File: src/rtl/if_id_ctrl_if.sv
`default_nettype none
// +------------------------------------------------------------------+
// | if_id_ctrl_if : IF <-> ID fetch/redirect channel   | Rev 1.0      |
// +------------------------------------------------------------------+
interface if_id_ctrl_if;
    logic [31:0] Instruction_if;
    logic [31:0] PC;
    logic        IF_flush;
    logic        Branch;
    logic        Jump;
    logic [31:0] JumpAddr;
    logic        IFWrite;

    modport master (
        output Instruction_if, PC, IF_flush,
        input  Branch, Jump, JumpAddr, IFWrite
    );

    modport slave (
        input  Instruction_if, PC, IF_flush,
        output Branch, Jump, JumpAddr, IFWrite
    );
endinterface
`default_nettype wire

File: src/rtl/if_id_ctrl.sv
`default_nettype none
// +------------------------------------------------------------------+
// | if_id_ctrl : IF/ID register, jump/branch resolve, load-use stall  |
// | Rev 1.0                                                           |
// +------------------------------------------------------------------+
module if_id_ctrl #(
    parameter logic [31:0] NOP_INSTR = 32'h00000013,
    parameter int          CNT_W     = 16
) (
    input  logic             clk,
    input  logic             reset,
    if_id_ctrl_if.slave      ifc,
    input  logic [31:0]      rs1_data,
    input  logic [31:0]      rs2_data,
    input  logic             ex_MemRead,
    input  logic [4:0]       ex_rd,
    output logic [31:0]      id_instr,
    output logic [31:0]      id_pc,
    output logic             id_valid,
    output logic             id_bubble,
    output logic [4:0]       rs1_addr,
    output logic [4:0]       rs2_addr,
    output logic [CNT_W-1:0] stall_cnt,
    output logic [CNT_W-1:0] flush_cnt
);

    localparam logic [6:0] c_OP_LUI    = 7'b0110111;
    localparam logic [6:0] c_OP_AUIPC  = 7'b0010111;
    localparam logic [6:0] c_OP_JAL    = 7'b1101111;
    localparam logic [6:0] c_OP_JALR   = 7'b1100111;
    localparam logic [6:0] c_OP_BRANCH = 7'b1100011;
    localparam logic [6:0] c_OP_STORE  = 7'b0100011;
    localparam logic [6:0] c_OP_OP     = 7'b0110011;
    localparam logic [CNT_W-1:0] c_CNT_ONE = {{(CNT_W-1){1'b0}}, 1'b1};
    localparam logic [CNT_W-1:0] c_CNT_MAX = {CNT_W{1'b1}};

    logic [31:0]      r_instr;
    logic [31:0]      r_pc;
    logic             r_valid;
    logic [CNT_W-1:0] r_stall_cnt;
    logic [CNT_W-1:0] r_flush_cnt;

    logic [6:0]  w_opcode;
    logic [2:0]  w_funct3;
    logic [4:0]  w_rs1;
    logic [4:0]  w_rs2;
    logic        w_rs1_used;
    logic        w_rs2_used;
    logic        w_hazard;
    logic [31:0] w_imm_i;
    logic [31:0] w_imm_j;
    logic [31:0] w_imm_b;
    logic        w_take;
    logic        w_branch;
    logic        w_jump;
    logic [31:0] w_target;
    logic        w_redirect;

    assign w_opcode = r_instr[6:0];
    assign w_funct3 = r_instr[14:12];
    assign w_rs1    = r_instr[19:15];
    assign w_rs2    = r_instr[24:20];

    assign w_rs1_used = !((w_opcode == c_OP_LUI) || (w_opcode == c_OP_AUIPC) ||
                          (w_opcode == c_OP_JAL));
    assign w_rs2_used = (w_opcode == c_OP_BRANCH) || (w_opcode == c_OP_STORE) ||
                        (w_opcode == c_OP_OP);

    assign w_hazard = r_valid && ex_MemRead && (ex_rd != 5'd0) &&
                      ((w_rs1_used && (ex_rd == w_rs1)) ||
                       (w_rs2_used && (ex_rd == w_rs2)));

    assign w_imm_i = {{20{r_instr[31]}}, r_instr[31:20]};
    assign w_imm_j = {{12{r_instr[31]}}, r_instr[19:12], r_instr[20], r_instr[30:21], 1'b0};
    assign w_imm_b = {{20{r_instr[31]}}, r_instr[7], r_instr[30:25], r_instr[11:8], 1'b0};

    always_comb begin
        w_take = 1'b0;
        case (w_funct3)
            3'b000:  w_take = (rs1_data == rs2_data);
            3'b001:  w_take = (rs1_data != rs2_data);
            3'b100:  w_take = ($signed(rs1_data) <  $signed(rs2_data));
            3'b101:  w_take = ($signed(rs1_data) >= $signed(rs2_data));
            3'b110:  w_take = (rs1_data <  rs2_data);
            3'b111:  w_take = (rs1_data >= rs2_data);
            default: w_take = 1'b0;
        endcase
    end

    // A stalled control instruction stays quiet; it re-resolves once the hazard clears.
    always_comb begin
        w_branch = 1'b0;
        w_jump   = 1'b0;
        w_target = 32'd0;
        if (r_valid && !w_hazard) begin
            case (w_opcode)
                c_OP_JAL: begin
                    w_jump   = 1'b1;
                    w_target = r_pc + w_imm_j;
                end
                c_OP_JALR: begin
                    w_jump   = 1'b1;
                    w_target = (rs1_data + w_imm_i) & 32'hFFFF_FFFE;
                end
                c_OP_BRANCH: begin
                    if (w_take) begin
                        w_branch = 1'b1;
                        w_target = r_pc + w_imm_b;
                    end
                end
                default: ;
            endcase
        end
    end

    assign w_redirect = w_branch | w_jump;

    always_ff @(posedge clk) begin
        if (!reset) begin
            r_instr     <= NOP_INSTR;
            r_pc        <= 32'd0;
            r_valid     <= 1'b0;
            r_stall_cnt <= '0;
            r_flush_cnt <= '0;
        end else if (w_redirect) begin
            r_instr <= NOP_INSTR;
            r_valid <= 1'b0;
            if (r_flush_cnt != c_CNT_MAX) r_flush_cnt <= r_flush_cnt + c_CNT_ONE;
        end else if (w_hazard) begin
            if (r_stall_cnt != c_CNT_MAX) r_stall_cnt <= r_stall_cnt + c_CNT_ONE;
        end else if (ifc.IF_flush) begin
            r_instr <= ifc.Instruction_if;
            r_pc    <= ifc.PC;
            r_valid <= 1'b1;
        end
    end

    assign ifc.Branch   = w_branch;
    assign ifc.Jump     = w_jump;
    assign ifc.JumpAddr = w_target;
    assign ifc.IFWrite  = ~w_hazard;

    assign id_instr  = r_instr;
    assign id_pc     = r_pc;
    assign id_valid  = r_valid;
    assign id_bubble = w_hazard | ~r_valid;
    assign rs1_addr  = w_rs1;
    assign rs2_addr  = w_rs2;
    assign stall_cnt = r_stall_cnt;
    assign flush_cnt = r_flush_cnt;

endmodule
`default_nettype wire

File: src/flat_wrapper.sv
// flat-port wrapper written by rule: the top's interface ports become plain ports
module if_id_ctrl_flat 
#(
    parameter logic [31:0] NOP_INSTR = 32'h00000013,
    parameter int          CNT_W     = 16
)
  (clk, reset, rs1_data, rs2_data, ex_MemRead, ex_rd, id_instr, id_pc, id_valid, id_bubble, rs1_addr, rs2_addr, stall_cnt, flush_cnt, ifc_Instruction_if, ifc_PC, ifc_IF_flush, ifc_Branch, ifc_Jump, ifc_JumpAddr, ifc_IFWrite);
  if_id_ctrl_if ifc_i ();
  input  logic clk;
  input  logic reset;
  input  logic [31:0] rs1_data;
  input  logic [31:0] rs2_data;
  input  logic ex_MemRead;
  input  logic [4:0] ex_rd;
  output logic [31:0] id_instr;
  output logic [31:0] id_pc;
  output logic id_valid;
  output logic id_bubble;
  output logic [4:0] rs1_addr;
  output logic [4:0] rs2_addr;
  output logic [CNT_W-1:0] stall_cnt;
  output logic [CNT_W-1:0] flush_cnt;
  input wire logic [$bits(ifc_i.Instruction_if)-1:0] ifc_Instruction_if;
  input wire logic [$bits(ifc_i.PC)-1:0] ifc_PC;
  input wire logic [$bits(ifc_i.IF_flush)-1:0] ifc_IF_flush;
  output wire logic [$bits(ifc_i.Branch)-1:0] ifc_Branch;
  output wire logic [$bits(ifc_i.Jump)-1:0] ifc_Jump;
  output wire logic [$bits(ifc_i.JumpAddr)-1:0] ifc_JumpAddr;
  output wire logic [$bits(ifc_i.IFWrite)-1:0] ifc_IFWrite;
  assign ifc_i.Instruction_if = ifc_Instruction_if;
  assign ifc_i.PC = ifc_PC;
  assign ifc_i.IF_flush = ifc_IF_flush;
  assign ifc_Branch = ifc_i.Branch;
  assign ifc_Jump = ifc_i.Jump;
  assign ifc_JumpAddr = ifc_i.JumpAddr;
  assign ifc_IFWrite = ifc_i.IFWrite;
  if_id_ctrl #(.NOP_INSTR(NOP_INSTR), .CNT_W(CNT_W)) u_core (.clk(clk), .reset(reset), .ifc(ifc_i), .rs1_data(rs1_data), .rs2_data(rs2_data), .ex_MemRead(ex_MemRead), .ex_rd(ex_rd), .id_instr(id_instr), .id_pc(id_pc), .id_valid(id_valid), .id_bubble(id_bubble), .rs1_addr(rs1_addr), .rs2_addr(rs2_addr), .stall_cnt(stall_cnt), .flush_cnt(flush_cnt));
endmodule
File: config.mk
export PLATFORM = sky130hd
export DESIGN_NAME = if_id_ctrl_flat
export DESIGN_NICKNAME = d
export VERILOG_FILES = /design/src/rtl/if_id_ctrl_if.sv /design/src/rtl/if_id_ctrl.sv /design/src/flat_wrapper.sv
export SDC_FILE = /design/constraint.sdc
export NUM_CORES = 1
export LEC_CHECK = 0
export ABC_AREA = 1
export CAP_MARGIN = 20
export CORE_MARGIN = 8
export CORE_UTILIZATION = 40
export DETAILED_ROUTE_END_ITERATION = 6
export HOLD_SLACK_MARGIN = 0.08
export PLACE_DENSITY = 0.68
export SLEW_MARGIN = 20
export SYNTH_ARGS = -nofsm -noshare
export SYNTH_HDL_FRONTEND = slang
export SYNTH_SLANG_ARGS = --single-unit
File: constraint.sdc
create_clock -name clk -period 4.36 [get_ports clk]
set_input_delay 0.436 -clock clk [delete_from_list [all_inputs] [get_ports clk]]
set_output_delay 0.436 -clock clk [all_outputs]
set_load 0.02 [all_outputs]
==> results.cfg <==
[final_layout]
layout_common_cells = 354 x nand2_1, 276 x clkdlybuf4s50_1, 206 x a21oi_1, 199 x inv_1, 192 x nor2_1
fillCellCount = 2626
drive_gt1_share_pct = 5.66
final_util_pct = 54.3
instances_no_fill = 2314
diodes = 0
design_area_um2 = 14000
nets = 2221
layout_commonest_cell = nand2_1
area_growth_pct = 34.6

[sta]
rsz0062_at_grt = false
max_freq_mhz = 238
period_share_pct = 96.4
setup_tns_ps = 0
slew_viol_final = 0
finalSetupViolations = 0
hold_viol = 0
worst_pin_slew_ps = 781
skew_ps = 11.2
relSlewSlack_pct = 47.8
fin_crit_ps = 4200
holdWs_ps = 491
setup_slack_ps = 159

[global_route]
grt_usage_pct = 25.9
grtUsageMet3_pct = 4.82
antenna_found_initial = 0
use_met1_pct = 33.4
grt_max_degree = 34
grt_util_met2_pct = 43.3
first_global_vias = 12002
grt_pass1_wl_mm = 65.0
grt-ovfl-total = 0
top_usage_layer = met2

[setup_path]
r2r-start = u_core.id_instr[1]$_SDFFE_PP1P_
start_kind = flop
crit_type = flop to output port
reg2reg_depth = 11
cp-startpoint = u_core.id_instr[31]$_SDFFE_PP0P_
worstPathArrival_ps = 3770
worstSetupEndpoint = ifc_JumpAddr[26]
worst-endpoint-required_ps = 3920
reg2reg_to = u_core.id_pc[31]$_SDFFE_PN0P_
reg2reg_slack_ps = 1400
cp_max_fo = 8
cp-end-kind = output port

[logic_synthesis]
synth-seq-cells = 97
yosys.area.top_type = dfxtp_1
synth_nets = 1943
yosysWarnings = 0
synthDistinctLibCells = 45
syn_area_um2 = 10400
syn_avg_cell_area_um2 = 6.13
synth_area_leaders = dfxtp_1 19%, ha_1 13%, nand2_1 13%, a21oi_1 10%, inv_1 7.2%
ys_seq_area_share_pct = 18.7
synth_top_area_share_pct = 18.7
netlist_instances = 1696

[floorplanning]
dieArea_um2 = 31400
rows = 59
fp.dieW_um = 177
ioPinCount = 280
initial_core_util_pct = 40.3
die_height_um = 177
core_um2 = 25800

[cts]
clockRootBuffer = clkbuf_16
clk_path_buf_depth = 2
clock_latency_ps = 350
cts_sinks = 97
clkTransAtPathRegs_ps = 80
htree_levels = 3
holdBufCountCts = 0
tritoncts = yes
cts_buffers = 9

[placement]
place_area_um2 = 13700
dp_hpwl_mm = 35.3
place.gp.congestion = 0.995
dpl_worst_slack_ps = 200
port_buffers = 279
dpl.cell_count = 2298

[detailed_routing]
drtAntennaViolNets = 0
drt_pass1_iterations = 5
via_count = 12443
post_drt_wl_per_cell_um = 18.2
drt_iter0_drc = 937
drt-total-wl_mm = 42.2
via_per_inst = 5.38
drc_errors = 0

[power_and_ir_drop]
vdd_drop_max_mv = 0.175
clock_power_share_pct = 28.2
power_density_nw_per_um2 = 197
p_comb_share_pct = 36.2
switching_power_mw = 1.00
p_seq_share_pct = 35.6
internal_power_mw = 1.75
p_sw_share_pct = 36.4
p_leak_nw = 6.30
power_mw = 2.75

[status]
status = completed

[job]
max_cap_violations = 0

[worst_hold_path]
hp-class = flop to flop
[worst max-delay path: stages, from the launching register on]
cell and delay (ps):
dfxtp_2 400, ha_1 500, nand2_1 310, nor4_1 620
nand4_1 240, nand3_1 210, a21o_1 160, o21ai_0 90
o211ai_1 130, nand2_1 80, inv_1 60, clkdlybuf4s50_1 600
[Yosys cell counts, drive strengths merged]
cell type / count
nand3: 95
o221ai: 1
a221oi: 1
o211ai: 14
nor3: 31
nor4: 14
a21o: 12
a31oi: 23
o22ai: 1
o31ai: 2
inv: 204
nor2: 198
a21oi: 210
nand4: 38
xor2: 32
or2: 30
a21boi: 1
nand2: 360
fa: 3
o21a: 8
o21ai: 132
clkinv: 3
clkbuf: 21
ha: 107
xnor2: 15
a2111oi: 1
dfxtp: 97
nand3b: 4
o21bai: 7
o311ai: 2
buf: 29
[power groups by stage]
stage,sequential (mW),combinational [mW],clock [mW]
6_report,0.980,0.995,0.777
3_3_place_gp,0.999,0.976,0
3_5_place_dp,0.999,0.981,0
4_1_cts,0.979,0.987,0.799
2_1_floorplan,1.03,0.518,0
5_1_grt,0.985,1.09,0.829
[registers in the layout, summed over array words and instances, names as in the netlist]
| signal | count |
|---|---|
| u_core.stall_cnt | 16 |
| u_core.id_instr | 32 |
| u_core.id_valid | 1 |
| u_core.flush_cnt | 16 |
| u_core.id_pc | 32 |
[layer usage]
| metal | vias to the layer above | routed length, um |
|---|---|---|
| li1 | 6266 | - |
| met2 | 398 | 19500 |
| met1 | 5725 | 18800 |
| met3 | 54 | 2900 |
| met4 | 0 | 989 |
| met5 | - | 0 |
[final cells by class]
class | instances | area, um2 | share of cell area (%)
Multi-Input combinational cell | 1342 | 7420 | 53.1
Timing Repair Buffer | 317 | 3140 | 22.4
Clock buffer | 9 | 225 | 1.61
Inverter | 207 | 777 | 5.56
Sequential cell | 97 | 1950 | 13.9
Tap cell | 335 | 419 | 3.00
Clock inverter | 7 | 61.3 | 0.438
[worst min-delay path by stage]
stage                                 startpoint                                end  cells after the start  slack [ps]
4_1_cts        u_core.flush_cnt[15]$_SDFFE_PN0P_  u_core.flush_cnt[15]$_SDFFE_PN0P_                      2         500
3_5_place_dp   u_core.flush_cnt[15]$_SDFFE_PN0P_  u_core.flush_cnt[15]$_SDFFE_PN0P_                      2         490
6_report       u_core.flush_cnt[15]$_SDFFE_PN0P_  u_core.flush_cnt[15]$_SDFFE_PN0P_                      2         490
3_3_place_gp   u_core.flush_cnt[15]$_SDFFE_PN0P_  u_core.flush_cnt[15]$_SDFFE_PN0P_                      2         480
2_1_floorplan  u_core.flush_cnt[15]$_SDFFE_PN0P_  u_core.flush_cnt[15]$_SDFFE_PN0P_                      2         550
5_1_grt        u_core.flush_cnt[15]$_SDFFE_PN0P_  u_core.flush_cnt[15]$_SDFFE_PN0P_                      2         520
[logic make-up after synthesis]
kind of cell    count (synthesis)  share of synthesized area [%]
xor+xnor                       47                           3.96
buf+inv                       257                           10.1
compound gates                415                           21.6
flops                          97                           18.7
fa+ha+maj                     110                           13.5
simple gates                  770                           32.2
[repair_timing]
action / 4_1_cts / 5_1_grt
gates resized for setup: 0 / 12
setup buffers: 0 / 0
endpoints found under the setup margin: 0 / 11
hold endpoints to repair: 0 / 0
No activity file was read; power rests on OpenSTA's default activity.
